File: src/rtl/sweep_seq_if.sv
// Handshake bundle between sweep_seq and its DAC writer, ADC reader and UART transmitter.
interface sweep_seq_if #(
   parameter int DAC_W = 12,
   parameter int ADC_W = 12
);
   logic             dac_start_o;
   logic [DAC_W-1:0] dac_data_o;
   logic             dac_eos_i;
   logic             adc_start_o;
   logic [ADC_W-1:0] adc_data_i;
   logic             adc_eos_i;
   logic             tx_start_o;
   logic [7:0]       tx_data_o;
   logic             tx_done_i;

   modport master (
      output dac_start_o, dac_data_o, adc_start_o, tx_start_o, tx_data_o,
      input  dac_eos_i, adc_data_i, adc_eos_i, tx_done_i
   );

   modport slave (
      input  dac_start_o, dac_data_o, adc_start_o, tx_start_o, tx_data_o,
      output dac_eos_i, adc_data_i, adc_eos_i, tx_done_i
   );
endinterface

File: src/rtl/sweep_seq.sv
// sweep_seq: steps a DAC code across [min,max], settles, samples the ADC and streams each sample as UART bytes.
// Define SWEEP_CODE_ECHO_EN to prefix every sample with the two-byte DAC code it was taken at.
module sweep_seq #(
   parameter int DAC_W         = 12,
   parameter int ADC_W         = 12,
   parameter int SETTLE_CYCLES = 1000,
   parameter int CNT_W         = 16
) (
   input  logic             clk_i,
   input  logic             rst_i,
   input  logic             start_i,
   input  logic             abort_i,
   input  logic [DAC_W-1:0] code_min_i,
   input  logic [DAC_W-1:0] code_max_i,
   input  logic [DAC_W-1:0] step_i,
   sweep_seq_if.master      bus,
   output logic             busy_o,
   output logic             eos_o,
   output logic             aborted_o,
   output logic [CNT_W-1:0] point_cnt_o
);

   typedef enum logic [3:0] {
      IDLE, DAC_WR, DAC_WAIT, SETTLE, ADC_RD, ADC_WAIT,
`ifdef SWEEP_CODE_ECHO_EN
      TX_CH, TX_CH_WAIT, TX_CL, TX_CL_WAIT,
`endif
      TX_HI, TX_HI_WAIT, TX_LO, TX_LO_WAIT, NEXT, DONE
   } state_t;

   state_t           state_q, state_d;
   logic [DAC_W-1:0] code_q, code_d;
   logic [DAC_W-1:0] max_q, max_d;
   logic [DAC_W-1:0] step_q, step_d;
   logic [CNT_W-1:0] settle_q, settle_d;
   logic [CNT_W-1:0] pts_q, pts_d;
   logic [ADC_W-1:0] sample_q, sample_d;
   logic             abort_q, abort_d;
   logic             aborted_q, aborted_d;

   logic             abort_pend;
   logic [DAC_W:0]   next_code;
   logic [15:0]      sample_ext;

   // An abort arriving this cycle counts as much as one recorded earlier.
   assign abort_pend = abort_q | abort_i;
   assign next_code  = {1'b0, code_q} + {1'b0, step_q};
   assign sample_ext = 16'(sample_q);

`ifdef SWEEP_CODE_ECHO_EN
   logic [15:0] code_ext;
   assign code_ext = 16'(code_q);
`endif

   always_ff @(posedge clk_i or negedge rst_i) begin
      if (!rst_i) state_q <= IDLE;
      else        state_q <= state_d;
   end

   always_comb begin
      state_d = state_q;
      unique case (state_q)
         IDLE:       if (start_i) state_d = (code_min_i > code_max_i) ? DONE : DAC_WR;
         DAC_WR:     state_d = DAC_WAIT;
         DAC_WAIT:   if (bus.dac_eos_i) state_d = abort_pend ? DONE : SETTLE;
         SETTLE:     if (abort_pend) state_d = DONE;
                     else if (settle_q == '0) state_d = ADC_RD;
         ADC_RD:     state_d = ADC_WAIT;
`ifdef SWEEP_CODE_ECHO_EN
         ADC_WAIT:   if (bus.adc_eos_i) state_d = abort_pend ? DONE : TX_CH;
         TX_CH:      state_d = TX_CH_WAIT;
         TX_CH_WAIT: if (bus.tx_done_i) state_d = abort_pend ? DONE : TX_CL;
         TX_CL:      state_d = TX_CL_WAIT;
         TX_CL_WAIT: if (bus.tx_done_i) state_d = abort_pend ? DONE : TX_HI;
`else
         ADC_WAIT:   if (bus.adc_eos_i) state_d = abort_pend ? DONE : TX_HI;
`endif
         TX_HI:      state_d = TX_HI_WAIT;
         TX_HI_WAIT: if (bus.tx_done_i) state_d = abort_pend ? DONE : TX_LO;
         TX_LO:      state_d = TX_LO_WAIT;
         // A fully sent point is always counted; NEXT decides whether to stop.
         TX_LO_WAIT: if (bus.tx_done_i) state_d = NEXT;
         NEXT:       state_d = (abort_pend || next_code > {1'b0, max_q}) ? DONE : DAC_WR;
         DONE:       state_d = IDLE;
         default:    state_d = IDLE;
      endcase
   end

   always_comb begin
      code_d    = code_q;
      max_d     = max_q;
      step_d    = step_q;
      settle_d  = settle_q;
      pts_d     = pts_q;
      sample_d  = sample_q;
      abort_d   = (state_q == IDLE) ? 1'b0 : abort_pend;
      aborted_d = aborted_q;
      unique case (state_q)
         IDLE: if (start_i) begin
            code_d    = code_min_i;
            max_d     = code_max_i;
            step_d    = (step_i == '0) ? DAC_W'(1) : step_i;
            pts_d     = '0;
            aborted_d = 1'b0;
         end
         DAC_WAIT: settle_d = CNT_W'(SETTLE_CYCLES - 1);
         SETTLE:   if (settle_q != '0) settle_d = settle_q - 1'b1;
         ADC_WAIT: if (bus.adc_eos_i) sample_d = bus.adc_data_i;
         NEXT: begin
            if (pts_q != '1) pts_d = pts_q + 1'b1;
            if (state_d == DAC_WR) code_d = next_code[DAC_W-1:0];
         end
         default: ;
      endcase
      if (state_d == DONE && state_q != DONE && state_q != IDLE && abort_pend) aborted_d = 1'b1;
   end

   always_ff @(posedge clk_i or negedge rst_i) begin
      if (!rst_i) begin
         code_q    <= '0;
         max_q     <= '0;
         step_q    <= '0;
         settle_q  <= '0;
         pts_q     <= '0;
         sample_q  <= '0;
         abort_q   <= 1'b0;
         aborted_q <= 1'b0;
      end else begin
         code_q    <= code_d;
         max_q     <= max_d;
         step_q    <= step_d;
         settle_q  <= settle_d;
         pts_q     <= pts_d;
         sample_q  <= sample_d;
         abort_q   <= abort_d;
         aborted_q <= aborted_d;
      end
   end

   always_comb begin
      bus.dac_start_o = (state_q == DAC_WR);
      bus.adc_start_o = (state_q == ADC_RD);
      bus.tx_start_o  = (state_q == TX_HI) || (state_q == TX_LO);
      bus.tx_data_o   = 8'h00;
      busy_o          = (state_q != IDLE) && (state_q != DONE);
      eos_o           = (state_q == DONE);
      unique case (state_q)
         TX_HI, TX_HI_WAIT: bus.tx_data_o = sample_ext[15:8];
         TX_LO, TX_LO_WAIT: bus.tx_data_o = sample_ext[7:0];
`ifdef SWEEP_CODE_ECHO_EN
         TX_CH, TX_CH_WAIT: bus.tx_data_o = code_ext[15:8];
         TX_CL, TX_CL_WAIT: bus.tx_data_o = code_ext[7:0];
`endif
         default: ;
      endcase
`ifdef SWEEP_CODE_ECHO_EN
      if (state_q == TX_CH || state_q == TX_CL) bus.tx_start_o = 1'b1;
`endif
   end

   assign bus.dac_data_o = code_q;
   assign aborted_o      = aborted_q;
   assign point_cnt_o    = pts_q;

endmodule

File: src/flat_wrapper.sv
// flat-port wrapper written by rule: the top's interface ports become plain ports
module sweep_seq_flat 
#(
   parameter int DAC_W         = 12,
   parameter int ADC_W         = 12,
   parameter int SETTLE_CYCLES = 1000,
   parameter int CNT_W         = 16
)
  (clk_i, rst_i, start_i, abort_i, code_min_i, code_max_i, step_i, busy_o, eos_o, aborted_o, point_cnt_o, bus_dac_start_o, bus_dac_data_o, bus_adc_start_o, bus_tx_start_o, bus_tx_data_o, bus_dac_eos_i, bus_adc_data_i, bus_adc_eos_i, bus_tx_done_i);
  sweep_seq_if #(.DAC_W(DAC_W), .ADC_W(ADC_W)) bus_i ();
  input  logic clk_i;
  input  logic rst_i;
  input  logic start_i;
  input  logic abort_i;
  input  logic [DAC_W-1:0] code_min_i;
  input  logic [DAC_W-1:0] code_max_i;
  input  logic [DAC_W-1:0] step_i;
  output logic busy_o;
  output logic eos_o;
  output logic aborted_o;
  output logic [CNT_W-1:0] point_cnt_o;
  output wire logic [$bits(bus_i.dac_start_o)-1:0] bus_dac_start_o;
  output wire logic [$bits(bus_i.dac_data_o)-1:0] bus_dac_data_o;
  output wire logic [$bits(bus_i.adc_start_o)-1:0] bus_adc_start_o;
  output wire logic [$bits(bus_i.tx_start_o)-1:0] bus_tx_start_o;
  output wire logic [$bits(bus_i.tx_data_o)-1:0] bus_tx_data_o;
  input wire logic [$bits(bus_i.dac_eos_i)-1:0] bus_dac_eos_i;
  input wire logic [$bits(bus_i.adc_data_i)-1:0] bus_adc_data_i;
  input wire logic [$bits(bus_i.adc_eos_i)-1:0] bus_adc_eos_i;
  input wire logic [$bits(bus_i.tx_done_i)-1:0] bus_tx_done_i;
  assign bus_dac_start_o = bus_i.dac_start_o;
  assign bus_dac_data_o = bus_i.dac_data_o;
  assign bus_adc_start_o = bus_i.adc_start_o;
  assign bus_tx_start_o = bus_i.tx_start_o;
  assign bus_tx_data_o = bus_i.tx_data_o;
  assign bus_i.dac_eos_i = bus_dac_eos_i;
  assign bus_i.adc_data_i = bus_adc_data_i;
  assign bus_i.adc_eos_i = bus_adc_eos_i;
  assign bus_i.tx_done_i = bus_tx_done_i;
  sweep_seq #(.DAC_W(DAC_W), .ADC_W(ADC_W), .SETTLE_CYCLES(SETTLE_CYCLES), .CNT_W(CNT_W)) u_core (.clk_i(clk_i), .rst_i(rst_i), .start_i(start_i), .abort_i(abort_i), .code_min_i(code_min_i), .code_max_i(code_max_i), .step_i(step_i), .bus(bus_i), .busy_o(busy_o), .eos_o(eos_o), .aborted_o(aborted_o), .point_cnt_o(point_cnt_o));
endmodule
File: config.mk
export PLATFORM = sky130hd
export DESIGN_NAME = sweep_seq_flat
export DESIGN_NICKNAME = d
export VERILOG_FILES = /design/src/rtl/sweep_seq_if.sv /design/src/rtl/sweep_seq.sv /design/src/flat_wrapper.sv
export SDC_FILE = /design/constraint.sdc
export NUM_CORES = 1
export LEC_CHECK = 0
export ABC_CLOCK_PERIOD_IN_PS = 11210
export CELL_PAD_IN_SITES_DETAIL_PLACEMENT = 1
export CELL_PAD_IN_SITES_GLOBAL_PLACEMENT = 1
export CORE_UTILIZATION = 44
export CTS_BUF_LIST = sky130_fd_sc_hd__clkbuf_4 sky130_fd_sc_hd__clkbuf_8
export DETAILED_ROUTE_END_ITERATION = 12
export GPL_TIMING_DRIVEN = 1
export PLACE_DENSITY = 0.9
export SYNTH_ARGS = -nofsm -noshare
export SYNTH_HDL_FRONTEND = slang
export SYNTH_SLANG_ARGS = --single-unit
File: constraint.sdc
create_clock -name clk_i -period 11.21 [get_ports clk_i]
set_input_delay 3.363 -clock clk_i [delete_from_list [all_inputs] [get_ports clk_i]]
set_output_delay 3.363 -clock clk_i [all_outputs]
set_load 0.01 [all_outputs]
==> impl_results.html, run 1 <==
<table>
<tr><th>Metric</th><th>Value</th></tr>
<tr><th colspan="2">Status</th></tr>
<tr><td>Status</td><td>finished, final reports clean</td></tr>
<tr><th colspan="2">Detailed routing</th></tr>
<tr><td>Via density</td><td>5.71</td></tr>
<tr><td>Final ANT Viol Nets</td><td>0</td></tr>
<tr><td>Vias</td><td>4582</td></tr>
<tr><td>Drt wl/cell</td><td>19.9 um</td></tr>
<tr><td>Sum of routed wire length over all layers</td><td>16000 um</td></tr>
<tr><td>Remaining DRCs</td><td>0</td></tr>
<tr><td>Iteration-0 DRC Markers</td><td>245</td></tr>
<tr><td>Number of optimization iterations in the first detailed-route pass</td><td>4</td></tr>
<tr><th colspan="2">Finish</th></tr>
<tr><td>Area Growth Syn to Fin</td><td>26.1%</td></tr>
<tr><td>Number of filler instances in the final layout</td><td>1338</td></tr>
<tr><td>Final standard cell count with taps included and fillers excluded</td><td>802</td></tr>
<tr><td>Final net count</td><td>748</td></tr>
<tr><td>Fraction of final layout cells sized beyond drive strength 1</td><td>0.0592</td></tr>
<tr><td>Antenna diode instance count</td><td>0</td></tr>
<tr><th colspan="2">Pwr</th></tr>
<tr><td>Power density relative to cell area</td><td>257 nW/um2</td></tr>
<tr><td>Leak</td><td>2.89 nW</td></tr>
<tr><td>Overall Power</td><td>0.00167 W</td></tr>
<tr><td>Peak supply drop</td><td>0.141 mV</td></tr>
<tr><th colspan="2">Timing</th></tr>
<tr><td>Post-route minimum period</td><td>6020 ps</td></tr>
<tr><td>Maximum clock frequency</td><td>0.166 GHz</td></tr>
<tr><td>Setup TNS after final layout</td><td>0 ps</td></tr>
<tr><td>Post-route fraction of the period consumed by the critical path</td><td>0.537</td></tr>
<tr><td>Worst slack on hold paths</td><td>493 ps</td></tr>
<tr><td>Worst Max-Slew Pin Slew</td><td>1070 ps</td></tr>
<tr><td>Final number of setup-violating endpoints</td><td>0</td></tr>
<tr><td>Hold Violations, Final</td><td>0</td></tr>
<tr><td>RSZ-0062 raised after global routing</td><td>no</td></tr>
<tr><td>Setup slack after layout</td><td>5190 ps</td></tr>
<tr><td>Number of max-slew violations in the final report</td><td>0</td></tr>
<tr><td>Headroom to the max-slew limit</td><td>0.286</td></tr>
<tr><td>Clock skew</td><td>11.9 ps</td></tr>
<tr><th colspan="2">Synth</th></tr>
<tr><td>Number of synthesized flops with an enable pin</td><td>0</td></tr>
<tr><td>Top-count cell post-synth</td><td>sky130_fd_sc_hd__dfrtp_1</td></tr>
<tr><td>Most used DFF post-synth</td><td>sky130_fd_sc_hd__dfrtp_1</td></tr>
<tr><td>XOR/XNOR Fraction of Synth Area</td><td>0.0563</td></tr>
<tr><td>Async set or reset register ratio after synthesis</td><td>1.00</td></tr>
<tr><td>Adder and majority cell fraction of the synthesized area</td><td>0.0965</td></tr>
<tr><td>Most frequent cells after synthesis</td><td>sky130_fd_sc_hd__dfrtp_1 (86), sky130_fd_sc_hd__nand2_1 (76), sky130_fd_sc_hd__nor2_1 (49)</td></tr>
<tr><td>Synth Area per Inst</td><td>9.12 um2</td></tr>
<tr><td>Largest cells by area after synthesis</td><td>sky130_fd_sc_hd__dfrtp_1 (42%), sky130_fd_sc_hd__ha_1 (9.3%), sky130_fd_sc_hd__nand2_1 (5.6%)</td></tr>
<tr><td>Main combinational cell family by area after synthesis</td><td>simple AND/OR/NAND/NOR gates</td></tr>
<tr><td>Share of synthesized cell area in and, or, nand and nor gates</td><td>0.190</td></tr>
<tr><td>Netlist area before placement</td><td>5130 um2</td></tr>
<tr><td>Number of warnings issued by yosys</td><td>0</td></tr>
<tr><td>Net count after synthesis</td><td>657</td></tr>
<tr><td>Number of different library cells in the post-synthesis netlist</td><td>55</td></tr>
<tr><td>Number of flip-flops and latches in the synthesized netlist</td><td>86</td></tr>
<tr><td>Mapped Cells</td><td>563</td></tr>
<tr><td>Area share of the largest cell type after synthesis</td><td>0.419</td></tr>
<tr><td>Part of the Yosys area used for sequential elements</td><td>0.419</td></tr>
<tr><td>Share of synthesized area spent on multiplexers</td><td>0.0480</td></tr>
<tr><td>Library cell occupying the most area in the post-synthesis netlist</td><td>sky130_fd_sc_hd__dfrtp_1</td></tr>
<tr><td>Post-synthesis compound-gate area fraction</td><td>0.148</td></tr>
<tr><th colspan="2">Global routing</th></tr>
<tr><td>Antenna violations before repair</td><td>0</td></tr>
<tr><td>Global-route total usage across every layer</td><td>0.281</td></tr>
<tr><td>Largest net degree at the start of global routing</td><td>83</td></tr>
<tr><td>Wire length of the first global-routing pass</td><td>25300 um</td></tr>
<tr><td>Number of global-route vias before repair</td><td>4894</td></tr>
<tr><td>Overflow after GRT</td><td>0</td></tr>
<tr><th colspan="2">Clocking</th></tr>
<tr><td>Post-CTS setup buffer count</td><td>0</td></tr>
<tr><td>Clock Tree Root</td><td>sky130_fd_sc_hd__clkbuf_8</td></tr>
<tr><td>Deepest level of the CTS H-tree</td><td>3</td></tr>
<tr><td>Clock Pin Slew Worst Setup and Hold Paths</td><td>90 ps</td></tr>
<tr><td>Clock Tree Buf Depth</td><td>2</td></tr>
<tr><td>Count of hold buffers inserted by post-cts repair</td><td>0</td></tr>
<tr><td>Post-cts resize count</td><td>0</td></tr>
<tr><td>Clock buffer count from CTS</td><td>9</td></tr>
<tr><td>Worst-skew pair later-pin latency</td><td>370 ps</td></tr>
<tr><td>Sink Count</td><td>86</td></tr>
<tr><td>TritonCTS clock tree</td><td>done</td></tr>
<tr><th colspan="2">Floorplan</th></tr>
<tr><td>Die footprint</td><td>12100 um2</td></tr>
<tr><td>Core Footprint</td><td>11400 um2</td></tr>
<tr><td>Chip Width</td><td>110 um</td></tr>
<tr><td>Initial Util</td><td>0.450</td></tr>
<tr><td>Std cell rows</td><td>39</td></tr>
<tr><td># IOs</td><td>97</td></tr>
<tr><td>Y dimension of the die</td><td>110 um</td></tr>
<tr><th colspan="2">Critical path</th></tr>
<tr><td>Start-to-end type of the worst setup path</td><td>register to primary output</td></tr>
<tr><td>Largest fanout on the critical path</td><td>16</td></tr>
<tr><td>Crit path launch type</td><td>register</td></tr>
<tr><td>Arrival @ worst endpoint</td><td>2660 ps</td></tr>
<tr><td>Critical path required time</td><td>7850 ps</td></tr>
<tr><td>CP endpoint kind</td><td>primary output</td></tr>
<tr><td>Reg2Reg Depth</td><td>17</td></tr>
<tr><th colspan="2">Placement</th></tr>
<tr><td>DP HPWL</td><td>11700 um</td></tr>
<tr><td>Total placed cells including tap cells</td><td>786</td></tr>
<tr><td>Worst slack at placement</td><td>5320 ps</td></tr>
<tr><td>Port buffer count</td><td>96</td></tr>
<tr><td>Final weighted congestion of routability-driven global placement</td><td>0.817</td></tr>
<tr><th colspan="2">Worst hold path</th></tr>
<tr><td>Class of the tightest hold or removal check</td><td>register to register</td></tr>
<tr><td>Hold path cells</td><td>2</td></tr>
<tr><th colspan="2">Run</th></tr>
<tr><td>Max_cap viols</td><td>0</td></tr>
</table>
state kept, by name, summed over array words and instances, names as in the netlist:
name,count
u_core.step_q,12
u_core.max_q,12
u_core.abort_q,1
u_core.aborted_o,1
u_core.settle_q,16
u_core.bus.dac_data_o,12
u_core.point_cnt_o,16
u_core.sample_q,12
u_core.state_q,4
power by group:
part	switching (W)	internal (W)	total, W
Clock	0.000123	0.000149	0.000273
Sequential	0.0000936	0.000396	0.000490
Combinational	0.000531	0.000373	0.000904
Total	0.000748	0.000919	0.00167
final timing paths:
| path | startpoint | end | slack [ps] |
|---|---|---|---|
| min | u_core.step_q[10] | u_core.step_q[10] | 490 |
| min reg2reg | u_core.step_q[10] | u_core.step_q[10] | 490 |
| max | u_core.state_q[2] | bus_tx_start_o | 5190 |
| max in group asynchronous | rst_i | u_core.point_cnt_o[11] | 7200 |
| min in group asynchronous | rst_i | u_core.max_q[4] | 2770 |
| max reg2reg | u_core.bus.dac_data_o[0] | u_core.bus.dac_data_o[1] | 6720 |
cell usage in the layout (no fill, tap or decap), types with 2 or more instances in the layout:
cell                               n
sky130_fd_sc_hd__and2_1            7
sky130_fd_sc_hd__o22ai_1           2
sky130_fd_sc_hd__o31ai_1           2
sky130_fd_sc_hd__a211o_1           2
sky130_fd_sc_hd__nor2_1           49
sky130_fd_sc_hd__o21ai_1          13
sky130_fd_sc_hd__clkinvlp_4        2
sky130_fd_sc_hd__a21o_1            8
sky130_fd_sc_hd__or4_4             2
sky130_fd_sc_hd__nor4_1            7
sky130_fd_sc_hd__dfrtp_1          86
sky130_fd_sc_hd__buf_4             4
sky130_fd_sc_hd__o21ai_0          28
sky130_fd_sc_hd__a21oi_1          26
sky130_fd_sc_hd__mux2i_1          10
sky130_fd_sc_hd__a211oi_1          6
sky130_fd_sc_hd__or3_1             6
sky130_fd_sc_hd__and4_1            3
sky130_fd_sc_hd__a22o_1            4
sky130_fd_sc_hd__nand2b_1          7
sky130_fd_sc_hd__nand3_1          14
sky130_fd_sc_hd__o31a_1            2
sky130_fd_sc_hd__mux2_2           12
sky130_fd_sc_hd__nand4_1           9
sky130_fd_sc_hd__ha_1             38
sky130_fd_sc_hd__o21a_1            7
sky130_fd_sc_hd__clkdlybuf4s50_1  95
sky130_fd_sc_hd__and3_1            3
sky130_fd_sc_hd__nor3_1           15
sky130_fd_sc_hd__nor2b_1           3
sky130_fd_sc_hd__a221o_1           2
sky130_fd_sc_hd__xor2_1           12
sky130_fd_sc_hd__bufinv_16         3
sky130_fd_sc_hd__xnor2_1          21
sky130_fd_sc_hd__inv_1            38
sky130_fd_sc_hd__a31oi_1           3
sky130_fd_sc_hd__clkbuf_8          9
sky130_fd_sc_hd__nand2_1          76
metrics by stage:
stage,area (um2),util
global placement,6230,0.545
floorplan,5130,-
CTS,6470,0.567
detailed placement,6230,0.545
global route,6470,0.567
finish,6470,0.567
per-layer routing:
metal | wire length (um) | track usage | vias to the layer above
met5 | 0 | 0 | -
met3 | 600 | 0.0370 | 34
met4 | 437 | 0.110 | 0
met1 | 6940 | 0.364 | 2297
met2 | 7990 | 0.476 | 102
li1 | - | - | 2149
worst max-delay path, stage by stage (launching register included):
cell	delay [ps]
sky130_fd_sc_hd__dfrtp_1	580
sky130_fd_sc_hd__nand2b_1	310
sky130_fd_sc_hd__nor2_1	580
sky130_fd_sc_hd__nor2_1	130
sky130_fd_sc_hd__nor2_1	110
sky130_fd_sc_hd__clkdlybuf4s50_1	560
cells by family after synthesis:
| kind of cell | count (synthesis) |
|---|---|
| compound gates | 117 |
| fa+ha+maj | 39 |
| flops | 86 |
| buf+inv | 57 |
| mux | 23 |
| xor+xnor | 33 |
| simple gates | 208 |
cell type report:
cell class,instances,area [um2],share of cell area
multi-input combinational,420,2770,0.428
clock buffer,9,124,0.0191
inverter,38,143,0.0220
tap,143,179,0.0276
clock inverter,7,121,0.0187
timing repair buffer,99,981,0.152
sequential,86,2150,0.332
Power figures use the tool's default switching activity.
==> inputs of run 2 (changes only) <==
ABC_CLOCK_PERIOD_IN_PS = 6100   (was 11210)
CORE_UTILIZATION = 41   (was 44)
PLACE_DENSITY = 0.85   (was 0.9)
clock period = 6.1 ns   (was 11.21 ns; I/O delays follow)
==> run 2 against run 1 <==
Compared with the run above: clock skew down 2.0 ps; sequential power grew 82%; highest routed layer unchanged; combinational power is 76% higher; clock power is 65% higher.
==> impl_results.html, run 2 (synthesized netlist as in run 1, its figures left out) <==
<table>
<tr><th>Metric</th><th>Value</th></tr>
<tr><th colspan="2">Status</th></tr>
<tr><td>Status</td><td>finished, final reports clean (unchanged)</td></tr>
<tr><th colspan="2">Worst hold path</th></tr>
<tr><td>Hold path cells</td><td>2 (unchanged)</td></tr>
<tr><td>Class of the tightest hold or removal check</td><td>register to register (unchanged)</td></tr>
<tr><th colspan="2">Clocking</th></tr>
<tr><td>Post-cts resize count</td><td>0 (unchanged)</td></tr>
<tr><td>Clock buffer count from CTS</td><td>9 (unchanged)</td></tr>
<tr><td>Sink Count</td><td>86 (unchanged)</td></tr>
<tr><td>Post-CTS setup buffer count</td><td>0 (unchanged)</td></tr>
<tr><td>Clock Tree Root</td><td>sky130_fd_sc_hd__clkbuf_8 (unchanged)</td></tr>
<tr><td>TritonCTS clock tree</td><td>done (unchanged)</td></tr>
<tr><td>Clock Tree Buf Depth</td><td>2 (unchanged)</td></tr>
<tr><td>Count of hold buffers inserted by post-cts repair</td><td>0 (unchanged)</td></tr>
<tr><td>Deepest level of the CTS H-tree</td><td>3 (unchanged)</td></tr>
<tr><td>Clock Pin Slew Worst Setup and Hold Paths</td><td>80 ps (was 90 ps)</td></tr>
<tr><td>Worst-skew pair later-pin latency</td><td>360 ps (was 370 ps)</td></tr>
<tr><th colspan="2">Global routing</th></tr>
<tr><td>Global-route total usage across every layer</td><td>0.244 (was 0.281)</td></tr>
<tr><td>Largest net degree at the start of global routing</td><td>87 (was 83)</td></tr>
<tr><td>Number of global-route vias before repair</td><td>4760 (was 4894)</td></tr>
<tr><td>Wire length of the first global-routing pass</td><td>24600 um (was 25300 um)</td></tr>
<tr><td>Overflow after GRT</td><td>0 (unchanged)</td></tr>
<tr><td>Antenna violations before repair</td><td>0 (unchanged)</td></tr>
<tr><th colspan="2">Timing</th></tr>
<tr><td>RSZ-0062 raised after global routing</td><td>no (unchanged)</td></tr>
<tr><td>Setup TNS after final layout</td><td>0 ps (unchanged)</td></tr>
<tr><td>Clock skew</td><td>9.92 ps (was 11.9 ps)</td></tr>
<tr><td>Maximum clock frequency</td><td>0.228 GHz</td></tr>
<tr><td>Final number of setup-violating endpoints</td><td>0 (unchanged)</td></tr>
<tr><td>Number of max-slew violations in the final report</td><td>0 (unchanged)</td></tr>
<tr><td>Hold Violations, Final</td><td>0 (unchanged)</td></tr>
<tr><td>Worst Max-Slew Pin Slew</td><td>1100 ps (was 1070 ps)</td></tr>
<tr><td>Post-route fraction of the period consumed by the critical path</td><td>0.718</td></tr>
<tr><td>Headroom to the max-slew limit</td><td>0.267 (was 0.286)</td></tr>
<tr><td>Post-route minimum period</td><td>4380 ps</td></tr>
<tr><th colspan="2">Pwr</th></tr>
<tr><td>Register share of total power</td><td>0.304 (was 0.294)</td></tr>
<tr><td>Cell internal power dissipation</td><td>0.00166 W (was 0.000919 W)</td></tr>
<tr><td>Power density relative to cell area</td><td>454 nW/um2 (was 257 nW/um2)</td></tr>
<tr><td>Peak supply drop</td><td>0.209 mV (was 0.141 mV)</td></tr>
<tr><td>Leak</td><td>2.89 nW (about the same)</td></tr>
<tr><td>Proportion of total power due to net switching</td><td>0.435 (was 0.449)</td></tr>
<tr><td>Net Switching</td><td>0.00128 W (was 0.000748 W)</td></tr>
<tr><td>Clock power frac</td><td>0.154 (was 0.164)</td></tr>
<tr><td>Combinational share of power</td><td>0.542 (was 0.543)</td></tr>
<tr><th colspan="2">Detailed routing</th></tr>
<tr><td>Via density</td><td>5.39 (was 5.71)</td></tr>
<tr><td>Drt wl/cell</td><td>17.8 um (was 19.9 um)</td></tr>
<tr><td>Vias</td><td>4447 (was 4582)</td></tr>
<tr><td>Final ANT Viol Nets</td><td>0 (unchanged)</td></tr>
<tr><td>Remaining DRCs</td><td>0 (unchanged)</td></tr>
<tr><td>Number of optimization iterations in the first detailed-route pass</td><td>4 (unchanged)</td></tr>
<tr><td>Iteration-0 DRC Markers</td><td>103 (was 245)</td></tr>
<tr><td>Sum of routed wire length over all layers</td><td>14700 um (was 16000 um)</td></tr>
<tr><th colspan="2">Critical path</th></tr>
<tr><td>Start-to-end type of the worst setup path</td><td>register to primary output (unchanged)</td></tr>
<tr><td>Largest fanout on the critical path</td><td>16 (unchanged)</td></tr>
<tr><td>Crit path launch type</td><td>register (unchanged)</td></tr>
<tr><td>Reg2Reg Depth</td><td>13 (was 17)</td></tr>
<tr><td>Critical path required time</td><td>4270 ps (was 7850 ps)</td></tr>
<tr><td>Arrival @ worst endpoint</td><td>2550 ps (was 2660 ps)</td></tr>
<tr><td>CP endpoint kind</td><td>primary output (unchanged)</td></tr>
<tr><th colspan="2">Finish</th></tr>
<tr><td>Most common library cell in the layout ignoring fill and taps</td><td>sky130_fd_sc_hd__clkdlybuf4s50_1 (unchanged)</td></tr>
<tr><td>Area Growth Syn to Fin</td><td>26.1% (unchanged)</td></tr>
<tr><td>Antenna diode instance count</td><td>0 (unchanged)</td></tr>
<tr><td>Fraction of final layout cells sized beyond drive strength 1</td><td>0.0563 (was 0.0592)</td></tr>
<tr><td>Most frequent cells in the layout</td><td>sky130_fd_sc_hd__clkdlybuf4s50_1 (95), sky130_fd_sc_hd__dfrtp_1 (86), sky130_fd_sc_hd__nand2_1 (76) (unchanged)</td></tr>
<tr><td>Final core utilization</td><td>0.535 (was 0.567)</td></tr>
<tr><td>Final net count</td><td>747 (was 748)</td></tr>
<tr><th colspan="2">Floorplan</th></tr>
<tr><td>Std cell rows</td><td>40 (was 39)</td></tr>
<tr><td>Core Footprint</td><td>12100 um2 (was 11400 um2)</td></tr>
<tr><td>Initial Util</td><td>0.424 (was 0.450)</td></tr>
<tr><td>Die footprint</td><td>13000 um2 (was 12100 um2)</td></tr>
<tr><td>Y dimension of the die</td><td>114 um (was 110 um)</td></tr>
<tr><td>Chip Width</td><td>114 um (was 110 um)</td></tr>
<tr><td># IOs</td><td>97 (unchanged)</td></tr>
<tr><th colspan="2">Placement</th></tr>
<tr><td>Final weighted congestion of routability-driven global placement</td><td>0.830 (was 0.817)</td></tr>
<tr><td>DP HPWL</td><td>11300 um (was 11700 um)</td></tr>
<tr><td>Port buffer count</td><td>96 (unchanged)</td></tr>
<tr><th colspan="2">Run</th></tr>
<tr><td>Max_cap viols</td><td>0 (unchanged)</td></tr>
</table>
-- run 2: cell type report --
class / instances / area (um2)
clock inverters: 3 / 68.8
multi-input cells: 420 / 2770
fillers: 1414 / 5640
inverters: 38 / 143
well taps: 168 / 210
repair buffers: 98 / 973
clock buffers: 12 / 153
flip-flops and latches: 86 / 2150
-- run 2: worst paths after layout --
path / from / end / slack (ps)
setup / recovery: u_core.state_q[2] / bus_tx_data_o[1] / 1720
hold / removal: u_core.step_q[4] / u_core.step_q[4] / 490
setup reg to reg: u_core.bus.dac_data_o[3] / u_core.bus.dac_data_o[10] / 1730
hold reg to reg: u_core.step_q[4] / u_core.step_q[4] / 490
max in group asynchronous: rst_i / u_core.point_cnt_o[0] / 3720
min in group asynchronous: rst_i / u_core.max_q[4] / 1660
-- run 2: per-layer routing --
layer  GRT usage  wire (um)  up-vias
met3      0.0446        425       15
met1       0.315       6630     2219
met2       0.422       7470       74
met5           0          0        -
li1            -          -     2139
met4      0.0623        196        0
-- run 2: critical path: stages (launching register included) --
cell and delay (ps):
sky130_fd_sc_hd__dfrtp_1 560, sky130_fd_sc_hd__nand2b_1 290, sky130_fd_sc_hd__nor2_1 560, sky130_fd_sc_hd__a22o_1 240, sky130_fd_sc_hd__clkdlybuf4s50_1 540
-- run 2: power by group through the flow --
stage | clock (W) | combinational (W) | sequential, W
2_1_floorplan | 0 | 0.00103 | 0.000857
3_3_place_gp | 0 | 0.00146 | 0.000892
3_5_place_dp | 0 | 0.00157 | 0.000900
4_1_cts | 0.000458 | 0.00160 | 0.000892
5_1_grt | 0.000482 | 0.00177 | 0.000920
6_report | 0.000451 | 0.00159 | 0.000894
-- run 2: per-stage QoR --
step | setup WS, ps | std cells | total power [W] | instance area [um2] | hold slack [ps]
2_1_floorplan | 2500 | 563 | 0.00188 | 5130 | 450
3_3_place_gp | 1860 | 810 | 0.00235 | 6250 | 471
3_5_place_dp | 1720 | 810 | 0.00247 | 6250 | 475
4_1_cts | 1660 | 825 | 0.00295 | 6470 | 494
5_1_grt | 1510 | 825 | 0.00317 | 6470 | 510
6_report | 1720 | 825 | 0.00294 | 6470 | 492
